$ cat config.mk
export PLATFORM = sky130hd
export DESIGN_NAME = ip_mem_arbiter
export DESIGN_NICKNAME = d
export VERILOG_FILES = /design/src/rtl/ip_mem_arbiter.sv
export SDC_FILE = /design/constraint.sdc
export NUM_CORES = 1
export LEC_CHECK = 0
export ABC_AREA = 1
export BUFFER_PORTS_ARGS = -buffer_cell sky130_fd_sc_hd__buf_2
export CAP_MARGIN = 0
export CORE_AREA = 2 2 112 114
export CTS_CLUSTER_DIAMETER = 50
export DETAILED_ROUTE_END_ITERATION = 6
export DIE_AREA = 0 0 114 116
export PLACE_DENSITY = 0.88
export SLEW_MARGIN = 20
export SYNTH_ARGS = -nofsm -noshare
export SYNTH_HDL_FRONTEND = slang
export SYNTH_SLANG_ARGS = --single-unit
$ cat constraint.sdc
create_clock -name clk -period 2.3 [get_ports clk]
set_input_delay 0.115 -clock clk [delete_from_list [all_inputs] [get_ports clk]]
set_output_delay 0.115 -clock clk [all_outputs]
set_load 0.02 [all_outputs]
$ cat src/rtl/ip_mem_arbiter.sv
// ip_mem_arbiter: shares the single data-memory port between the CPU EX-stage
// access and the IP block's read/write requests. Round-robin arbitration,
// request latching into the memory port, registered completion pulses, and a
// pipeline stall for the ID/EX hold input.
//
// Optional feature macro: ARB_TIMEOUT_EN
//   defined   -> a grant aborts after TIMEOUT cycles without mem_ready, the
//                done pulse is still issued with read data forced to 0, and
//                timeout_err sets and stays set until reset.
//   undefined -> a grant waits indefinitely, timeout_err is tied to 0.
module ip_mem_arbiter #(
    parameter int ADDR_W  = 20,
    parameter int DATA_W  = 32,
    parameter int TIMEOUT = 15
) (
    input  logic              clk,
    input  logic              rst,
    input  logic              cpu_req,
    input  logic              cpu_rw,
    input  logic [ADDR_W-1:0] cpu_addr,
    input  logic [DATA_W-1:0] cpu_wdata,
    output logic [DATA_W-1:0] cpu_rdata,
    output logic              cpu_stall,
    input  logic              ip_read,
    input  logic              ip_write,
    input  logic [ADDR_W-1:0] ip_addr,
    input  logic [DATA_W-1:0] ip_wdata,
    output logic [DATA_W-1:0] ip_rdata,
    output logic              ip_ack,
    output logic              mem_en,
    output logic              mem_rw,
    output logic [ADDR_W-1:0] mem_addr,
    output logic [DATA_W-1:0] mem_wdata,
    input  logic [DATA_W-1:0] mem_rdata,
    input  logic              mem_ready,
    output logic              last_grant,
    output logic              timeout_err
);

    typedef enum logic [1:0] {
        IDLE    = 2'd0,
        GNT_CPU = 2'd1,
        GNT_IP  = 2'd2
    } state_t;

    state_t state;
    state_t state_next;

    logic cpu_done;
    logic ip_req;
    logic cpu_active;
    logic ip_active;
    logic start_cpu;
    logic start_ip;
    logic finish;
    logic abort;

    // A requester whose done pulse is high this cycle is still holding its
    // request line, so it is masked to avoid an immediate re-grant.
    assign ip_req     = ip_read | ip_write;
    assign cpu_active = cpu_req & ~cpu_done;
    assign ip_active  = ip_req & ~ip_ack;

`ifdef ARB_TIMEOUT_EN
    localparam int CNT_W = (TIMEOUT < 2) ? 1 : $clog2(TIMEOUT);

    logic [CNT_W-1:0] wait_cnt;

    // Abort on the last allowed waiting cycle; a mem_ready in that same cycle
    // still wins and completes the access normally.
    assign abort = (state != IDLE) && !mem_ready &&
                   (wait_cnt == CNT_W'(TIMEOUT - 1));

    // Wait counter held at zero while idle, counts unanswered grant cycles; sticky error flag
    always_ff @(posedge clk or negedge rst) begin
        if (!rst) begin
            wait_cnt    <= '0;
            timeout_err <= 1'b0;
        end else begin
            if (state == IDLE) begin
                wait_cnt <= '0;
            end else if (!mem_ready) begin
                wait_cnt <= wait_cnt + 1'b1;
            end
            if (abort) begin
                timeout_err <= 1'b1;
            end
        end
    end
`else
    assign abort       = 1'b0;
    assign timeout_err = 1'b0;
`endif

    // State register
    always_ff @(posedge clk or negedge rst) begin
        if (!rst) begin
            state <= IDLE;
        end else begin
            state <= state_next;
        end
    end

    // Next-state logic: round-robin arbitration in IDLE, completion or abort in a grant
    always_comb begin
        state_next = state;
        case (state)
            IDLE: begin
                if (cpu_active && ip_active) begin
                    state_next = last_grant ? GNT_CPU : GNT_IP;
                end else if (cpu_active) begin
                    state_next = GNT_CPU;
                end else if (ip_active) begin
                    state_next = GNT_IP;
                end
            end
            GNT_CPU, GNT_IP: begin
                if (mem_ready || abort) begin
                    state_next = IDLE;
                end
            end
            default: state_next = IDLE;
        endcase
    end

    // Output decode: grant/finish strobes and the combinational pipeline stall
    always_comb begin
        start_cpu = (state == IDLE) && (state_next == GNT_CPU);
        start_ip  = (state == IDLE) && (state_next == GNT_IP);
        finish    = (state != IDLE) && (state_next == IDLE);
        cpu_stall = rst & cpu_req & ~cpu_done;
    end

    // Memory port latching, read-data capture and one-cycle done pulses
    always_ff @(posedge clk or negedge rst) begin
        if (!rst) begin
            mem_en     <= 1'b0;
            mem_rw     <= 1'b0;
            mem_addr   <= '0;
            mem_wdata  <= '0;
            cpu_rdata  <= '0;
            ip_rdata   <= '0;
            cpu_done   <= 1'b0;
            ip_ack     <= 1'b0;
            last_grant <= 1'b0;
        end else begin
            cpu_done <= 1'b0;
            ip_ack   <= 1'b0;
            if (start_cpu) begin
                mem_en     <= 1'b1;
                mem_rw     <= cpu_rw;
                mem_addr   <= cpu_addr;
                mem_wdata  <= cpu_wdata;
                last_grant <= 1'b0;
            end else if (start_ip) begin
                mem_en     <= 1'b1;
                mem_rw     <= ip_write;
                mem_addr   <= ip_addr;
                mem_wdata  <= ip_wdata;
                last_grant <= 1'b1;
            end else if (finish) begin
                mem_en <= 1'b0;
                if (state == GNT_CPU) begin
                    cpu_done <= 1'b1;
                    if (!mem_rw) begin
                        cpu_rdata <= abort ? '0 : mem_rdata;
                    end
                end else begin
                    ip_ack <= 1'b1;
                    if (!mem_rw) begin
                        ip_rdata <= abort ? '0 : mem_rdata;
                    end
                end
            end
        end
    end

endmodule
==> reports/metrics.csv <==
stage,metric,value,unit
run_status,status,"complete, no violations",
cells_and_area,layout_common_cells,"262 x buf_2, 163 x nand3_1, 135 x dlygate4sd3_1, 123 x dfrtp_1, 76 x nand2_1",
timing,worst_pin_slew,569,ps
power,leakage,4.58,nW
power,power.total,13.5,mW
min_path,worstHoldStart,ip_addr[8],
timing,slew_violations,0,
yosys,syn-num-nets,737,
critical_path,path_delay_family,simple AND/OR/NAND/NOR gates,
critical_path,crit_required,2630,ps
critical_path,worstSetupPathType,flip-flop to flip-flop,
floorplan,dieArea,0.0132,mm²
critical_path,reg2reg_from,state[0],
critical_path,startpoint_type,flip-flop,
timing,finalHoldViolCount,0,
timing,period_share,91.7,%
floorplan,io_pins,265,
power,internal_power,7.27,mW
routing,drtAntennaViolNets,0,
yosys,yosysUniqueCellTypes,22,
routing,drc,0,
timing,rsz0062_at_grt,no,
cells_and_area,nFillCells,797,
timing,setup_tns,0,ps
grt,grtUsageTotal,32.0,%
critical_path,crit_path_frequent_cell,nand3_1,
critical_path,slowest_stage,dfrtp_1,
routing,wl_met3,1800,µm
power,p_switching,6.19,mW
critical_path,crit_arrival,2440,ps
power,comb_power_share,50.1,%
routing,dr.pass1.iters,6,
grt,grt_pass1_wl,32800,µm
floorplan,coreArea,0.0119,mm²
floorplan,rows,40,
placed_design,gp_congestion,0.883,
critical_path,path_buf_inv,3,
clocking,insertion_delay,410,ps
critical_path,end_kind,flip-flop,
grt,grt_overflow_total,0,
min_path,hold_class,input port to flip-flop,
yosys,synth_area,0.00543,mm²
power,netSwitchingFraction,46.0,%
floorplan,die_x,114,µm
clocking,post-cts-setup-buffer-count,0,
grt,grt_max_degree,106,
routing,detail_route.wl_per_cell,18.4,µm
timing,max_slew_margin,62.1,%
critical_path,crit_path_cell_trace,"inv_1, ha_2, buf_4, nand3_1, nand2_2, nor2_4, nand2_2, buf_12, nand3_1, nand3_1",
routing,highest_layer,met4,
timing,fmax,0.474,GHz
clocking,cts_htree_levels,4,
floorplan,start_util,45.6,%
power,pwr-share-seq,29.0,%
clocking,tritoncts,yes,
timing,fin_skew,6.18,ps
power,clock_power_share,20.9,%
cells_and_area,layout-drive-gt1-share,32.2,%
cells_and_area,syn_to_final_growth,62.6,%
grt,grt_pass1_vias,6520,
yosys,netlist_instances,591,
placed_design,dpl.hpwl,11100,µm
routing,wl_met1,7160,µm
routing,drt_iter0_markers,712,
cells_and_area,layout_commonest_cell,buf_2,
power,pwr_density_cell,1520,mW/mm²
yosys,ys_seq_area_share,56.7,%
critical_path,rr_worst_depth,10,
placed_design,io_buffers,263,
floorplan,fp.dieH,116,µm
min_path,hold_depth,3,
min_path,whs_endpoint,mem_addr[8],
clocking,clockBufferDepth,2,
routing,viasPerCell,5.66,
grt,grt_antenna_before_repair,0,
flow_run,drv_cap,0,
routing,vias,6402,
critical_path,crit_fanout,46,
yosys,synth.avg_cell_area,9.19,µm²
clocking,numCtsBuffers,17,
clocking,cts.root.buffer_cell,clkbuf_16,
critical_path,regToRegSetupSlack,190,ps
timing,finalSetupViolations,0,
cells_and_area,final_util,74.1,%
routing,met2_length,10700,µm
routing,wl,20800,µm
critical_path,r2r-end,mem_wdata[8],
cells_and_area,nets,1118,
critical_path,critPathMaxStageDelay,410,ps
cells_and_area,antennaDiodeCount,0,
clocking,clkTransAtPathRegs,60,ps
clocking,cts_sinks,123,
timing,fin_crit,2110,ps
yosys,ys_ff_latch,123,
yosys,yosysWarningCount,0,
power,ir_drop,0.876,mV
==> flip-flops by register name, indices dropped and copies added (netlist names) <==
register,cells
cpu_rdata,32
ip_rdata,32
mem_wdata,32
mem_addr,20
state,2
cpu_done,1
ip_ack,1
last_grant,1
mem_en,1
mem_rw,1
==> cell type report <==
class | count | area [µm²] | share of cell area (%)
multi-input cells | 379 | 1960 | 22.2
repair buffers | 411 | 2840 | 32.1
well taps | 147 | 184 | 2.08
clock buffers | 21 | 450 | 5.10
clock inverters | 11 | 169 | 1.91
flip-flops and latches | 123 | 3080 | 34.9
inverters | 40 | 150 | 1.70
==> per-stage QoR <==
step	hold WS [ps]	std cells	worst slack, ps	cell area, µm²
floorplan	-181	591	561	5430
global placement	7.32	965	254	6850
detailed placement	7.34	965	218	6850
CTS	1.03	1132	198	8820
global route	26.3	1132	47.6	8830
finish	31.7	1132	190	8830
==> Yosys cell counts <==
| cell | n | area [µm²] |
|---|---|---|
| a21oi_4 | 2 | 32.5 |
| buf_2 | 36 | 180 |
| nand3_1 | 163 | 816 |
| o21ai_0 | 60 | 300 |
| dfrtp_1 | 123 | 3080 |
| nand4_1 | 53 | 332 |
| nand2_2 | 4 | 25.0 |
| o21ai_1 | 4 | 20.0 |
| nand2_4 | 1 | 11.3 |
| nor2_4 | 1 | 11.3 |
| buf_6 | 1 | 11.3 |
| clkbuf_1 | 7 | 26.3 |
| ha_1 | 3 | 37.5 |
| nand4_4 | 2 | 42.5 |
| buf_4 | 1 | 7.51 |
| inv_1 | 40 | 150 |
| nand2_1 | 77 | 289 |
| a21oi_1 | 1 | 5.00 |
| nor2_1 | 6 | 22.5 |
| conb_1 | 1 | 3.75 |
| o21a_1 | 1 | 7.51 |
| clkbuf_2 | 4 | 20.0 |
==> per-layer routing <==
metal,GRT usage [%],vias to the layer above
met5,0,-
met4,20.8,0
met3,9.36,136
met2,53.9,495
met1,35.4,2960
li1,-,2811
==> worst min-delay path, delay by kind of cell <==
kind	cells	cell delay, ps
buffers and inverters	1	110
and+or+nand+nor	2	160
==> what timing repair did <==
| action | CTS | global route |
|---|---|---|
| gates resized for setup | 0 | 2 |
| hold buffers | 135 | 0 |
| endpoints found under the hold margin | 129 | 0 |
| setup endpoints to repair | 0 | 18 |
==> cell families (layout without fill, tap and decap cells) <==
group	after synthesis	in the layout	share of synthesized area (%)
fa+ha+maj	3	3	0.691
flops	123	123	56.7
buf+inv	89	483	7.28
other cells	1	1	0.0691
simple gates	307	307	28.5
compound gates	68	68	6.73
==> power by group through the flow <==
stage	Sequential [mW]	Combinational, mW	Clock [mW]
6_report	3.90	6.74	2.82
5_1_grt	4.01	7.27	2.96
4_1_cts	3.84	6.52	2.84
3_5_place_dp	3.84	6.35	0
3_3_place_gp	3.81	6.18	0
2_1_floorplan	5.08	2.97	0
==> how the worst max path moves through the flow <==
stage | startpoint | end | slack [ps] | cells past startpoint
5_1_grt | state[0] | mem_wdata[8] | 50 | 10
6_report | state[0] | mem_wdata[8] | 190 | 10
4_1_cts | state[0] | mem_wdata[19] | 200 | 11
2_1_floorplan | state[0] | mem_addr[11] | 560 | 12
3_5_place_dp | state[0] | mem_wdata[19] | 220 | 11
3_3_place_gp | state[0] | mem_wdata[19] | 250 | 11
Power figures use the tool's default switching activity.
